$ cat config.mk
export PLATFORM = sky130hd
export DESIGN_NAME = tt_eval_pipe
export DESIGN_NICKNAME = d
export VERILOG_FILES = /design/src/rtl/tt_eval_pkg.sv /design/src/rtl/tt_lookup.sv /design/src/rtl/tt_eval_pipe.sv
export SDC_FILE = /design/constraint.sdc
export NUM_CORES = 1
export LEC_CHECK = 0
export CORE_MARGIN = 2
export CORE_UTILIZATION = 45
export DETAILED_ROUTE_END_ITERATION = 10
export PLACE_DENSITY = 0.75
export SLEW_MARGIN = 30
export SYNTH_ARGS = -nofsm -noshare
export SYNTH_HDL_FRONTEND = slang
export SYNTH_SLANG_ARGS = --single-unit
$ cat constraint.sdc
create_clock -name clk -period 2.4 [get_ports clk]
set_clock_uncertainty 0.2 [all_clocks]
set_input_delay 0.6 -clock clk [delete_from_list [all_inputs] [get_ports clk]]
set_output_delay 0.6 -clock clk [all_outputs]
set_load 0.01 [all_outputs]
$ cat src/rtl/tt_eval_pkg.sv
// Shared types and width helper for the truth-table evaluation pipeline.
package tt_eval_pkg;

  typedef enum logic {StIdle, StSweep} state_e;

  function automatic int unsigned TT_W(input int unsigned n);
    return 32'd1 << n;
  endfunction

endpackage

$ cat src/rtl/tt_lookup.sv
// Combinational truth-table mux shared by the eval and sweep paths.
module tt_lookup
  import tt_eval_pkg::*;
#(
  parameter int unsigned N_IN = 3
) (
  input  logic [TT_W(N_IN)-1:0] tt,
  input  logic [N_IN-1:0]       idx,
  output logic                  lut_bit
);

  assign lut_bit = tt[idx];

endmodule

$ cat src/rtl/tt_eval_pipe.sv
// Truth-table evaluator: handshaked lookup pipe, runtime table load and a self-check sweep.
module tt_eval_pipe
  import tt_eval_pkg::*;
#(
  parameter int unsigned            N_IN       = 3,
  parameter logic [TT_W(N_IN)-1:0]  DEFAULT_TT = 8'hBC
) (
  input  logic                  clk,
  input  logic                  rst,
  input  logic                  cfg_valid,
  input  logic [TT_W(N_IN)-1:0] cfg_tt,
  output logic                  cfg_ready,
  input  logic                  in_valid,
  input  logic [N_IN-1:0]       in_vec,
  output logic                  in_ready,
  output logic                  out_valid,
  output logic                  out_bit,
  input  logic                  out_ready,
  input  logic                  sweep_start,
  input  logic [TT_W(N_IN)-1:0] exp_tt,
  output logic                  sweep_busy,
  output logic                  sweep_done,
  output logic                  sweep_match,
  output logic [15:0]           eval_count
);

  localparam int unsigned   TtW     = TT_W(N_IN);
  localparam logic [N_IN:0] LastIdx = (N_IN + 1)'(TtW - 1);

  state_e            state_q, state_d;
  logic [N_IN:0]     idx_q;
  logic [TtW-1:0]    tt_q, exp_q, sweep_tt_q, sweep_tt_d;
  logic              out_valid_q, out_bit_q, match_q;
  logic [15:0]       count_q;
  logic              idle, in_fire, cfg_fire, out_fire, sweep_fire, last, lut_bit;
  logic [N_IN-1:0]   lut_idx;

  always_comb begin
    idle       = (state_q == StIdle);
    in_ready   = idle && !cfg_valid && (!out_valid_q || out_ready);
    in_fire    = in_valid && in_ready;
    cfg_fire   = cfg_valid && idle;
    out_fire   = out_valid_q && out_ready;
    sweep_fire = sweep_start && idle && !out_valid_q;
    last       = (state_q == StSweep) && (idx_q == LastIdx);
    // Sweep borrows the lookup mux; no input is accepted while it runs.
    lut_idx    = (state_q == StSweep) ? idx_q[N_IN-1:0] : in_vec;
    sweep_tt_d = sweep_tt_q;
    sweep_tt_d[lut_idx] = lut_bit;
  end

  tt_lookup #(
    .N_IN (N_IN)
  ) u_lookup (
    .tt      (tt_q),
    .idx     (lut_idx),
    .lut_bit (lut_bit)
  );

  always_ff @(posedge clk) begin
    if (rst) state_q <= StIdle;
    else     state_q <= state_d;
  end

  always_comb begin
    state_d = state_q;
    unique case (state_q)
      StIdle:  if (sweep_fire) state_d = StSweep;
      StSweep: if (last) state_d = StIdle;
      default: state_d = StIdle;
    endcase
  end

  always_comb begin
    cfg_ready   = idle;
    sweep_busy  = (state_q == StSweep);
    sweep_done  = last;
    sweep_match = match_q;
    out_valid   = out_valid_q;
    out_bit     = out_bit_q;
    eval_count  = count_q;
  end

  always_ff @(posedge clk) begin
    if (rst) begin
      tt_q        <= DEFAULT_TT;
      exp_q       <= '0;
      sweep_tt_q  <= '0;
      idx_q       <= '0;
      out_valid_q <= 1'b0;
      out_bit_q   <= 1'b0;
      match_q     <= 1'b0;
      count_q     <= '0;
    end else begin
      if (cfg_fire) tt_q <= cfg_tt;
      if (in_fire) begin
        out_valid_q <= 1'b1;
        out_bit_q   <= lut_bit;
      end else if (out_ready) begin
        out_valid_q <= 1'b0;
      end
      if (out_fire && (count_q != 16'hFFFF)) count_q <= count_q + 16'd1;
      if (sweep_fire) begin
        exp_q   <= exp_tt;
        idx_q   <= '0;
        match_q <= 1'b0;
      end
      if (state_q == StSweep) begin
        sweep_tt_q <= sweep_tt_d;
        idx_q      <= idx_q + 1'b1;
        if (last) match_q <= (sweep_tt_d == exp_q);
      end
    end
  end

endmodule

=== After elaboration in Yosys (flattened, before gate mapping) ===
Cells that the tools add are included.

* Output and inout bits: 23
* Register bits: 48
* Word-level logic and storage cells: 48
* Bits of input ports: 25

* Equality and inequality tests: 3
* Muxes and demuxes: 16
* Add/sub/neg operators: 2
* Magnitude comparators: 2
* Bitwise logic cells: 1
* Reductions and logical operators: 15

{| class="wikitable"
|+ Operator list
! kind !! count
|-
| 16-bit by 1-bit adder with 16-bit output, second input constant || 1
|-
| 16-bit inequality test, second input constant || 1
|-
| 1-bit logical AND || 10
|-
| 1-bit two-way mux || 9
|-
| 8-bit bitwise mux || 1
|-
| 8-bit == test || 1
|-
| 4-bit two-way mux || 2
|-
| 4-bit by 1-bit adder with 4-bit output, second input constant || 1
|-
| 4-bit by 3-bit == test with 1-bit output, second input constant || 1
|-
| 3-bit by 4-bit less-than comparator with 1-bit output, second input constant || 1
|-
| 2-bit nonzero test || 2
|-
| 1-bit binary-select mux with 3-bit select || 1
|-
| 1-bit demux with 3-bit select || 1
|-
| 3-bit by 1-bit greater-or-equal comparator with 1-bit output, second input constant || 1
|-
| 3-bit two-way mux || 1
|-
| 1-bit zero test || 2
|-
| 1-bit one-hot mux with 2 select lines || 1
|-
| 1-bit logical OR || 1
|-
| 1-bit NOT || 1
|}

=== Depth between registers and ports, before layout ===
Gate-level depths: netlist of run 1.

* Depth in word-level cells: 9
* Depth in mapped cells: 10
* Depth with buffers taken out: 8

=== By module ===
Synthesis of run 1 repeated with hierarchy kept, for this count alone.

* Cells, all modules: 307
* Area total of the unflattened synthesis: 2583.7 um^2

{| class="wikitable"
|+ By module, submodules not included
! module !! seq. area each (um^2) !! instances !! area each (um^2) !! cells an instance
|-
| tt_eval_pipe || 960.9 || 1 || 2519.9 || 304
|-
| tt_lookup || 0.0 || 1 || 63.8 || 3
|}

=== Least setup slack after synthesis of run 1 ===
Ideal clock, no wire load.

* Path type: input to register
* Start: input port in_vec[0]
* End: register match_q (netlist: sweep_match)
* Required time: 2.126 ns
* Path buffers: 1
* Arrival: 1.999 ns
* Library setup time: 0.074 ns
* Stages: 8
* Path slack: 0.127 ns
* Cell sequence: mux2i_4 mux2_1 o22a_2 o211ai_4 buf_6 xnor2_1 o22ai_1 o21ai_0

* Word-level cells in the longest chain between the ends: 9
* Elaborated cells on any way between the ends: 12
* Classes of those cells: order compare (2); eq/ne (1); mux (8); reduce/logical (1)

{| class="wikitable"
|+ RTL lines
! element !! RTL line !! source
|-
| from (decl) || tt_eval_pipe.sv:14 || <nowiki>input logic [N_IN-1:0] in_vec,</nowiki>
|-
| 3-bit two-way mux * || tt_eval_pipe.sv:47 || <nowiki>lut_idx = (state_q == StSweep) ? idx_q[N_IN-1:0] : in_vec;</nowiki>
|-
| 3-bit by 4-bit less-than comparator with 1-bit output (implied by the code) / 3-bit by 1-bit greater-or-equal comparator with 1-bit output (equally long branches) || tt_eval_pipe.sv:49 || <nowiki>sweep_tt_d[lut_idx] = lut_bit;</nowiki>
|-
| 1-bit logical AND (implied by the code) || tt_eval_pipe.sv:49 ||
|-
| 1-bit two-way mux (implied by the code) || tt_eval_pipe.sv:49 ||
|-
| 1-bit demux with 3-bit select || tt_eval_pipe.sv:49 ||
|-
| 8-bit bitwise mux * || tt_eval_pipe.sv:49 ||
|-
| 8-bit == test * || tt_eval_pipe.sv:111 || <nowiki>if (last) match_q <= (sweep_tt_d == exp_q);</nowiki>
|-
| 1-bit two-way mux * || tt_eval_pipe.sv:111 ||
|-
| 1-bit two-way mux * || tt_eval_pipe.sv:108 || <nowiki>if (state_q == StSweep) begin</nowiki>
|-
| to (signal assigned) || tt_eval_pipe.sv:111 ||
|-
| to (decl) || tt_eval_pipe.sv:33 || <nowiki>logic out_valid_q, out_bit_q, match_q;</nowiki>
|}

Every way passes the cells marked *; elsewhere a longest branch is shown, timed or not. The select of a mux whose other input is x is not followed.
A chain may end at the register's enable or synchronous reset.

=== Worst setup path in the final report of run 1 ===
* Start: input port in_vec[0]
* End: register sweep_tt_q[3]

* Word-level cells in the longest chain between the ends: 6
* Elaborated cells on any way between the ends: 9
* Classes of those cells: order compare (2); mux (6); reduce/logical (1)

{| class="wikitable"
|+ RTL lines
! element !! RTL line !! source
|-
| 3-bit two-way mux * || tt_eval_pipe.sv:47 ||
|-
| 3-bit by 4-bit less-than comparator with 1-bit output (implied by the code) / 3-bit by 1-bit greater-or-equal comparator with 1-bit output (equally long branches) || tt_eval_pipe.sv:49 ||
|-
| 1-bit logical AND (implied by the code) || tt_eval_pipe.sv:49 ||
|-
| 1-bit two-way mux (implied by the code) || tt_eval_pipe.sv:49 ||
|-
| 1-bit demux with 3-bit select || tt_eval_pipe.sv:49 ||
|-
| 8-bit bitwise mux * || tt_eval_pipe.sv:49 ||
|-
| to (signal assigned) || tt_eval_pipe.sv:109 || <nowiki>sweep_tt_q <= sweep_tt_d;</nowiki>
|-
| to (decl) || tt_eval_pipe.sv:32 || <nowiki>logic [TtW-1:0] tt_q, exp_q, sweep_tt_q, sweep_tt_d;</nowiki>
|}

Marks and branches as above.

==> impl_metrics.env, run 1 <==
export IMPL_layoutNonFillerInstCount=429
export IMPL_rows=26
export IMPL_detailed_place_hpwl_um=3990
export IMPL_port_buffers=47
export IMPL_drtIter0Drc=156
export IMPL_p_int_mw=1.32
export IMPL_p_sw_share_pct=25.9
export IMPL_worstPathArrival_ns=2.30
export IMPL_slowest_stage="mux2_1"
export IMPL_worst_setup_path_start_kind="input port"
export IMPL_synth_seq_cells=48
export IMPL_drc=0
export IMPL_ys_seq_area_share_pct=40.0
export IMPL_initial_core_util_pct=46.7
export IMPL_power_leakage_nw=1.26
export IMPL_die_area_um2=5940
export IMPL_final_common_cell="dfxtp_1"
export IMPL_die_h_um=77.1
export IMPL_cellPowerDensity_nw_per_um2=536
export IMPL_areaGrowthSynthToFinish_pct=37.9
export IMPL_gp_congestion=0.852
export IMPL_max_vdd_ir_drop_v=0.000301
export IMPL_gr_usage_all_layers_pct=20.1
export IMPL_hp_class="reg -> reg"
export IMPL_routed_wl_um=5960
export IMPL_combinationalPowerShare_pct=20.0
export IMPL_hold_viol_final=0
export IMPL_pwr_share_clk_pct=32.2
export IMPL_avgSynthCellArea_um2=8.34
export IMPL_required_ns=2.37
export IMPL_crit_type="in -> reg"
export IMPL_crit_fanout=5
export IMPL_ios=48
export IMPL_drv_cap=0
export IMPL_grt_max_degree=49
export IMPL_crit_top_cell="buf_4"
export IMPL_clk_pin_slew_worst_paths_ns=0.09
export IMPL_max_slew_margin_rel_pct=66.4
export IMPL_period_minus_slack_ns=2.33
export IMPL_finalCritPeriodShare_pct=97.1
export IMPL_yosys_area_top_type="dfxtp_1"
export IMPL_synth_cell_types=44
export IMPL_synth_area_leaders="dfxtp_1 (40%), nor2_1 (5.5%), xnor2_1 (5.1%)"
export IMPL_clockBufferDepth=2
export IMPL_status="complete, no violations"
export IMPL_postSynth_asyncResetShare_pct=0
export IMPL_design_core_area_um2=5140
export IMPL_slowest_delay_ns=0.35
export IMPL_layout_common_cells="dfxtp_1 (45), clkdlybuf4s50_1 (40), nor2_1 (35), nand2_1 (32), buf_4 (27)"
export IMPL_synth_top_area_share_pct=40.0
export IMPL_clk_latency_ns=0.30
export IMPL_cts_sinks=48
export IMPL_seq_area_um2=967
export IMPL_grt_ovfl_total=0
export IMPL_multi_input_area_um2=1420
export IMPL_grt_pass1_vias=2118
export IMPL_final_setup_viol_count=0
export IMPL_hold_buffers=0
export IMPL_synth_nets=315
export IMPL_antenna_found_initial=0
export IMPL_fin_util_pct=64.5
export IMPL_path_cells="dlygate4sd2_1, mux2i_4, mux2_1, o22a_2, o211ai_4, buf_4, buf_4, inv_1, mux2i_1, nor2_1"
export IMPL_p_sw_uw=460
export IMPL_p_seq_share_pct=47.8
export IMPL_final_antenna_net_count=0
export IMPL_cts_buffers=5
export IMPL_synth_edf_count=0
export IMPL_tightest_slew_ns=0.504
export IMPL_cp_num_buf_inv=4
export IMPL_synth_ff_type="dfxtp_1"
export IMPL_syn_area_um2=2400
export IMPL_firstDrtPassIters=4
export IMPL_antennaDiodeCount=0
export IMPL_drive_gt1_share_pct=16.4
export IMPL_fmax_ghz=0.429
export IMPL_yosys_warnings=0
export IMPL_root_buffer="clkbuf_8"
export IMPL_grt_pass1_wl_um=9810
export IMPL_drt_wirelength_per_cell_um=13.9
export IMPL_fin_nets=385
export IMPL_cts_tree="yes"
export IMPL_vias=2244
export IMPL_crit_family="multiplexers"
export IMPL_h_tree_depth=2
export IMPL_slew_violations=0
export IMPL_via_per_inst=5.23
export IMPL_whs_ns=0.283
export IMPL_dp_cells=416
export IMPL_worst_setup_path_end_kind="register"
export IMPL_die_width_um=77.1
export IMPL_fill_cells=464
export IMPL_syn_inst=288
==> logic make-up after synthesis <==
family	share of synthesized area, %
AOI/OAI and AO/OA	14.8
and+or+nand+nor	24.0
adders and majority gates	1.04
buffers and inverters	4.17
xor gates and xnor gates	9.11
muxes	6.93
DFF	40.0
==> sequential cells by signal, indices dropped and copies added (netlist names) <==
name         flops
eval_count      16
exp_q            8
idx_q            4
out_bit          1
out_valid        1
sweep_busy       1
sweep_match      1
sweep_tt_q       8
tt_q             8
==> per-stage QoR <==
| stage | power, mW | cell area, µm² | TNS, ns | setup slack [ns] |
|---|---|---|---|---|
| after global placement | 1.17 | 3080 | -2.89 | -0.532 |
| after global routing | 1.86 | 3310 | -0.00113 | -0.00113 |
| after detailed placement | 1.17 | 3080 | -3.10 | -0.503 |
| after CTS | 1.77 | 3250 | -0.107 | -0.107 |
| final | 1.78 | 3310 | 0 | 0.0700 |
| after floorplan | 1.05 | 2400 | 0 | 0.127 |
==> area by class of cell <==
type,count,area share (%)
Sequential cell,48,29.2
Clock inverter,2,1.06
Inverter,8,1.02
Multi-Input combinational cell,219,42.8
Tap cell,70,2.64
Timing Repair Buffer,76,21.1
Clock buffer,6,2.19
==> power by group through the flow <==
stage / Combinational, mW / Sequential [mW] / Clock (mW)
floorplan: 0.190 / 0.861 / 0
global route: 0.384 / 0.853 / 0.626
CTS: 0.339 / 0.848 / 0.586
global placement: 0.302 / 0.865 / 0
detailed placement: 0.307 / 0.866 / 0
finish: 0.355 / 0.849 / 0.572
==> path summary, 6_finish.rpt <==
| check | endpoint | cells past startpoint | from | slack (ns) |
|---|---|---|---|---|
| min reg2reg | exp_q[3] | 2 | exp_q[3] | 0.28 |
| max | sweep_tt_q[3] | 10 | in_vec[0] | 0.07 |
| max reg2reg | sweep_tt_q[3] | 9 | sweep_busy | 0.15 |
| min | exp_q[3] | 2 | exp_q[3] | 0.28 |
==> synth_stat cells (3+ instances only) <==
| library cell | number |
|---|---|
| o21ai_0 | 13 |
| dfxtp_1 | 48 |
| inv_1 | 8 |
| a21oi_1 | 24 |
| clkbuf_1 | 10 |
| nand2b_1 | 5 |
| nand3_1 | 9 |
| nand2_1 | 32 |
| xor2_1 | 11 |
| nor3_1 | 6 |
| mux2i_1 | 11 |
| nor2_1 | 35 |
| a211o_1 | 5 |
| or3_1 | 6 |
| nor4_1 | 3 |
| xnor2_1 | 14 |
| nand4_1 | 7 |
| nor2b_1 | 9 |
==> worst reg2reg max path: stages, from the launching register on <==
cell      delay, ns
dfxtp_4        0.41
mux2i_4        0.31
mux2_1         0.35
o22a_2         0.27
o211ai_4       0.12
buf_4          0.15
buf_4          0.10
inv_1          0.04
mux2i_1        0.13
nor2_1         0.05
==> layer usage <==
metal | share of wire (%) | GRT usage [%] | up-vias
met4 | 0.86 | 4.82 | 0
met1 | 46 | 26.9 | 1049
met5 | 0 | 0 | -
li1 | - | - | 1140
met2 | 48 | 33.6 | 51
met3 | 5.0 | 4.00 | 4
==> repair_timing <==
item / 4_1_cts / 5_1_grt
gates resized for setup: 14 / 18
buffers inserted: 3 / 1
setup endpoints to repair: 4 / 15
gates cloned: 1 / 0
pin swaps: 1 / 3
Note: power is estimated with default switching activity, not from simulation.
==> run 2, diff against run 1 <==
--- a/config.mk
+++ b/config.mk
@@ -8,7 +8,9 @@
 export CORE_MARGIN = 2
 export CORE_UTILIZATION = 45
 export DETAILED_ROUTE_END_ITERATION = 10
+export HOLD_SLACK_MARGIN = 0.06
 export PLACE_DENSITY = 0.75
+export RECOVER_POWER = 100
 export SLEW_MARGIN = 30
 export SYNTH_ARGS = -nofsm -noshare
 export SYNTH_HDL_FRONTEND = slang
==> constraint.sdc (replaced) <==
create_clock -name clk -period 2.4 [get_ports clk]
set_clock_uncertainty 0.2 [all_clocks]
set_input_delay 0.6 -clock clk [delete_from_list [all_inputs] [get_ports clk]]
set_output_delay 0.6 -clock clk [all_outputs]
set_load 0.02 [all_outputs]
==> run 2 against run 1 <==
First-iteration DRC count is 40% lower. Cell count down 0.23%. Sequential power about the same.
==> impl_metrics.env, run 2 (synthesis gave the netlist of run 1 again) <==
export IMPL_power_leakage_nw=1.26
export IMPL_fmax_ghz=0.430
export IMPL_finalCritPeriodShare_pct=96.9
export IMPL_drtIter0Drc=94
export IMPL_largest_register_ffs=16
export IMPL_drc=0
export IMPL_p_int_mw=1.23
export IMPL_vias=2239
export IMPL_cts_tree="yes"
export IMPL_rows=26
export IMPL_root_buffer="clkbuf_8"
export IMPL_clk_latency_ns=0.30
export IMPL_slowest_delay_ns=0.35
export IMPL_antennaDiodeCount=0
export IMPL_whs_ns=0.289
export IMPL_slowest_stage="mux2_1"
export IMPL_tightest_slew_ns=0.618
export IMPL_drv_cap=0
export IMPL_drt_wirelength_per_cell_um=13.4
export IMPL_dpl_cell_area_um2=3080
export IMPL_port_buffers=47
export IMPL_antenna_found_initial=0
export IMPL_die_width_um=77.1
export IMPL_grt_pass1_wl_um=9400
export IMPL_ios=48
export IMPL_slew_violations=0
export IMPL_die_area_um2=5940
export IMPL_crit_top_cell="nor2_1"
export IMPL_pre_cts_ws_ns=-0.578
export IMPL_gp_congestion=0.848
export IMPL_fin_area_um2=3260
export IMPL_max_slew_margin_rel_pct=58.8
export IMPL_cts_sinks=48
export IMPL_routed_wl_um=5760
export IMPL_max_vdd_ir_drop_v=0.000386
export IMPL_layout_common_cells="dfxtp_1 (46), clkdlybuf4s50_1 (36), nor2_1 (35), nand2_1 (32), buf_4 (26)"
export IMPL_clockBufferDepth=2
export IMPL_die_h_um=77.1
export IMPL_grt_ovfl_total=0
export IMPL_hp_class="reg -> reg"
export IMPL_hold_buffers=0
export IMPL_drive_gt1_share_pct=14.2
export IMPL_detailed_place_hpwl_um=3960
export IMPL_final_common_cell="dfxtp_1"
export IMPL_worstPathArrival_ns=2.30
export IMPL_pwr_share_clk_pct=29.1
export IMPL_firstDrtPassIters=4
export IMPL_final_antenna_net_count=0
export IMPL_clk_pin_slew_worst_paths_ns=0.08
export IMPL_cts_buffers=5
export IMPL_worst_setup_path_end_kind="register"
export IMPL_combinationalPowerShare_pct=20.7
export IMPL_h_tree_depth=2
export IMPL_design_core_area_um2=5140
export IMPL_areaGrowthSynthToFinish_pct=35.6
export IMPL_via_per_inst=5.23
export IMPL_crit_type="in -> reg"
export IMPL_grt_pass1_vias=2003
export IMPL_layoutNonFillerInstCount=428
export IMPL_gr_usage_all_layers_pct=19.4
export IMPL_hold_viol_final=0
export IMPL_crit_fanout=5
export IMPL_required_ns=2.38
export IMPL_fin_nets=384
export IMPL_p_seq_share_pct=50.2
export IMPL_initial_core_util_pct=46.7
export IMPL_period_minus_slack_ns=2.33
export IMPL_status="complete, no violations"
export IMPL_timing_final_ws_setup_ns=0.0741
export IMPL_r2r_slack_ns=0.08
export IMPL_p_sw_uw=465
export IMPL_cellPowerDensity_nw_per_um2=520
export IMPL_dp_cells=416
export IMPL_path_cells="dlygate4sd2_1, mux2i_4, mux2_1, o22a_2, o211ai_4, buf_4, nor2_1, a21oi_1, nor2_1"
export IMPL_p_sw_share_pct=27.5
export IMPL_worst_setup_path_start_kind="input port"
export IMPL_grt_max_degree=49
export IMPL_final_setup_viol_count=0
-- run 2: stage by stage --
stage | power (mW) | setup TNS (ns) | utilization (%)
final | 1.69 | 0 | 63.4
after global routing | 1.78 | -0.0673 | 63.4
after CTS | 1.68 | -0.0413 | 62.2
after detailed placement | 1.18 | -3.54 | 59.9
after global placement | 1.17 | -3.08 | 59.9
after floorplan | 1.06 | 0 | -
-- run 2: timing repair --
action / 4_1_cts / 5_1_grt
pin swaps: 1 / 3
gates resized for setup: 14 / 15
setup endpoints to repair: 8 / 12
cloned: 1 / 0
setup buffers: 1 / 2
hold endpoints to repair: 0 / 0
-- run 2: per-layer routing --
metal / track usage [%] / up-vias / share of wire (%)
met5: 0 / - / 0
met4: 6.96 / 0 / 1.4
met3: 3.06 / 6 / 4.4
met2: 31.1 / 53 / 47
met1: 26.3 / 1039 / 48
li1: - / 1141 / -
-- run 2: final cells by class --
cell class	count	area (µm²)
fill	481	1880
multi-input combinational	219	1410
sequential	48	963
timing repair buffer	75	674
tap	70	87.6
clock buffer	6	82.6
inverter	8	30.0
clock inverter	2	10.0
-- run 2: final timing paths --
kind | start | end | depth (start not counted)
setup / recovery | in_vec[0] | sweep_tt_q[7] | 9
hold / removal | sweep_tt_q[1] | sweep_tt_q[1] | 2
setup reg to reg | sweep_busy | sweep_tt_q[7] | 8
hold reg to reg | sweep_tt_q[1] | sweep_tt_q[1] | 2
-- run 2: critical path: cells and delay by family --
kind,cells,cell delay (ns)
AND/OR/NAND/NOR,2,0.09
AO/OA/AOI/OAI,3,0.57
multiplexers,2,0.59
buffers and inverters,2,0.45
-- run 2: power groups by stage --
stage          logic (mW)  clock network, mW  registers (mW)
3_3_place_gp        0.308                  0           0.865
5_1_grt             0.379              0.547           0.854
2_1_floorplan       0.193                  0           0.864
6_report            0.351              0.493           0.849
4_1_cts             0.327              0.505           0.848
3_5_place_dp        0.313                  0           0.866
==> run 3, diff against run 2 <==
--- a/config.mk
+++ b/config.mk
@@ -9,7 +9,7 @@
 export CORE_UTILIZATION = 45
 export DETAILED_ROUTE_END_ITERATION = 10
 export HOLD_SLACK_MARGIN = 0.06
-export PLACE_DENSITY = 0.75
+export PLACE_DENSITY = 0.78
 export RECOVER_POWER = 100
 export SLEW_MARGIN = 30
 export SYNTH_ARGS = -nofsm -noshare
==> constraint.sdc (replaced) <==
create_clock -name clk -period 2 [get_ports clk]
set_clock_uncertainty 0.2 [all_clocks]
set_input_delay 0.3 -clock clk [delete_from_list [all_inputs] [get_ports clk]]
set_output_delay 0.3 -clock clk [all_outputs]
set_load 0.02 [all_outputs]
==> run 3 against run 2 <==
The run now ends with setup timing left. Largest cell class unchanged. First-iteration DRC count increased by 120%. Flip-flop and latch count unchanged. Worst setup slack got worse by 0.29 ns. Core utilization increased by 7.1 points. Critical path depth unchanged. Combinational power increased by 33%. Power increased by 25%. Via count increased by 10%. Clock-buffer cell count increased by 2. Design area increased by 11%. Routed wire length increased by 18%. Cell count increased by 5.8%. Largest power group unchanged.
==> impl_metrics.env, run 3 (synthesis gave the netlist of run 1 again) <==
export IMPL_hp_start="exp_q[3]"
export IMPL_hp_class="reg -> reg"
export IMPL_cts_buffers=5
export IMPL_gr_usage_all_layers_pct=22.7
export IMPL_p_sw_share_pct=27.1
export IMPL_layout_common_cells="buf_4 (48), clkdlybuf4s50_1 (43), dfxtp_1 (38), nor2_1 (34), nand2_1 (32)"
export IMPL_timing_final_ws_setup_ns=-0.218
export IMPL_period_minus_slack_ns=2.22
export IMPL_finalCritPeriodShare_pct=111
export IMPL_hold_buffers=0
export IMPL_detailed_place_hpwl_um=4580
export IMPL_final_setup_viol_count=11
export IMPL_design_core_area_um2=5140
export IMPL_p_sw_uw=574
export IMPL_drive_gt1_share_pct=26.9
export IMPL_status="finished, violations left"
export IMPL_power_leakage_nw=1.43
export IMPL_root_buffer="clkbuf_8"
export IMPL_r2r_start="idx_q[0]"
export IMPL_tns_ns=-1.45
export IMPL_drt_wirelength_per_cell_um=14.9
export IMPL_cellPowerDensity_nw_per_um2=584
export IMPL_whs_ns=0.287
export IMPL_required_ns=2.03
export IMPL_hold_viol_final=0
export IMPL_layoutNonFillerInstCount=453
export IMPL_drc=0
export IMPL_clk_pin_slew_worst_paths_ns=0.10
export IMPL_pre_cts_ws_ns=-0.450
export IMPL_largest_register_ffs=16
export IMPL_grt_max_degree=49
export IMPL_h_tree_depth=2
export IMPL_max_vdd_ir_drop_v=0.000423
export IMPL_drtIter0Drc=210
export IMPL_clk_latency_ns=0.30
export IMPL_cts_tree="yes"
export IMPL_via_per_inst=5.45
export IMPL_dp_cells=441
export IMPL_startpoint="in_vec[0]"
export IMPL_fin_util_pct=70.5
export IMPL_die_width_um=77.1
export IMPL_worstPathArrival_ns=2.25
export IMPL_routed_wl_um=6770
export IMPL_areaGrowthSynthToFinish_pct=50.8
export IMPL_crit_fanout=5
export IMPL_worst_setup_path_end_kind="register"
export IMPL_final_antenna_net_count=0
export IMPL_max_slew_margin_rel_pct=65.1
export IMPL_grt_ovfl_total=0
export IMPL_fmax_ghz=0.451
export IMPL_crit_type="in -> reg"
export IMPL_initial_core_util_pct=46.7
export IMPL_p_seq_share_pct=48.0
export IMPL_drv_cap=0
export IMPL_tightest_slew_ns=0.523
export IMPL_rsz0062_at_grt="yes"
export IMPL_gp_congestion=0.933
export IMPL_vias=2471
export IMPL_combinationalPowerShare_pct=22.1
export IMPL_pwr_share_clk_pct=29.9
export IMPL_antennaDiodeCount=0
export IMPL_clockBufferDepth=2
export IMPL_ios=48
export IMPL_die_area_um2=5940
export IMPL_fin_nets=409
export IMPL_rows=26
export IMPL_grt_pass1_vias=2436
export IMPL_slew_violations=0
export IMPL_p_int_mw=1.54
export IMPL_firstDrtPassIters=4
export IMPL_cts_sinks=48
export IMPL_final_common_cell="buf_4"
export IMPL_worst_setup_path_start_kind="input port"
export IMPL_port_buffers=47
export IMPL_die_h_um=77.1
export IMPL_grt_pass1_wl_um=11000
export IMPL_antenna_found_initial=0
export IMPL_violations="setup timing"
export IMPL_fill_cells=385
-- run 3: area by class of cell --
type                            count  area, µm²  share of cell area (%)
Multi-Input combinational cell    219       1520                    41.9
Sequential cell                    48        983                    27.2
Timing Repair Buffer              100        902                    24.9
Clock buffer                        8        100                    2.76
Tap cell                           70       87.6                    2.42
Inverter                            8       30.0                   0.829
-- run 3: critical path, cell delays in order --
cell             delay [ns]
clkdlybuf4s50_1        0.46
mux2i_4                0.29
buf_6                  0.15
mux2i_1                0.07
nand2_1                0.14
buf_4                  0.14
o211ai_2               0.15
or3_1                  0.36
a21oi_1                0.18
-- run 3: metal layers --
layer	track usage, %	wire [µm]
met4	7.50	73
met1	29.4	3040
met3	3.88	303
met5	0	0
met2	38.6	3360
-- run 3: worst paths after layout --
| check | end | slack [ns] | depth (start not counted) |
|---|---|---|---|
| min reg2reg | exp_q[3] | 0.29 | 2 |
| max reg2reg | sweep_tt_q[5] | -0.21 | 9 |
| min | exp_q[3] | 0.29 | 2 |
| max | sweep_tt_q[5] | -0.22 | 9 |
-- run 3: repair_timing --
item,in CTS,in global routing
gates resized for setup,19,22
pin swaps,11,15
endpoints found under the setup margin,18,22
gates cloned,1,0
buffers inserted,4,1
-- run 3: power by group through the flow --
stage                     clock network [mW]  logic [mW]  registers [mW]
after global routing                   0.680       0.503            1.02
final                                  0.632       0.468            1.02
after floorplan                            0       0.234            1.03
after global placement                     0       0.391            1.04
after detailed placement                   0       0.398            1.04
after CTS                              0.635       0.441            1.01
-- run 3: per-stage QoR --
step	area [µm²]	total power [mW]
final	3620	2.12
after global routing	3620	2.20
after CTS	3530	2.09
after detailed placement	3350	1.43
after global placement	3350	1.43
after floorplan	2460	1.27
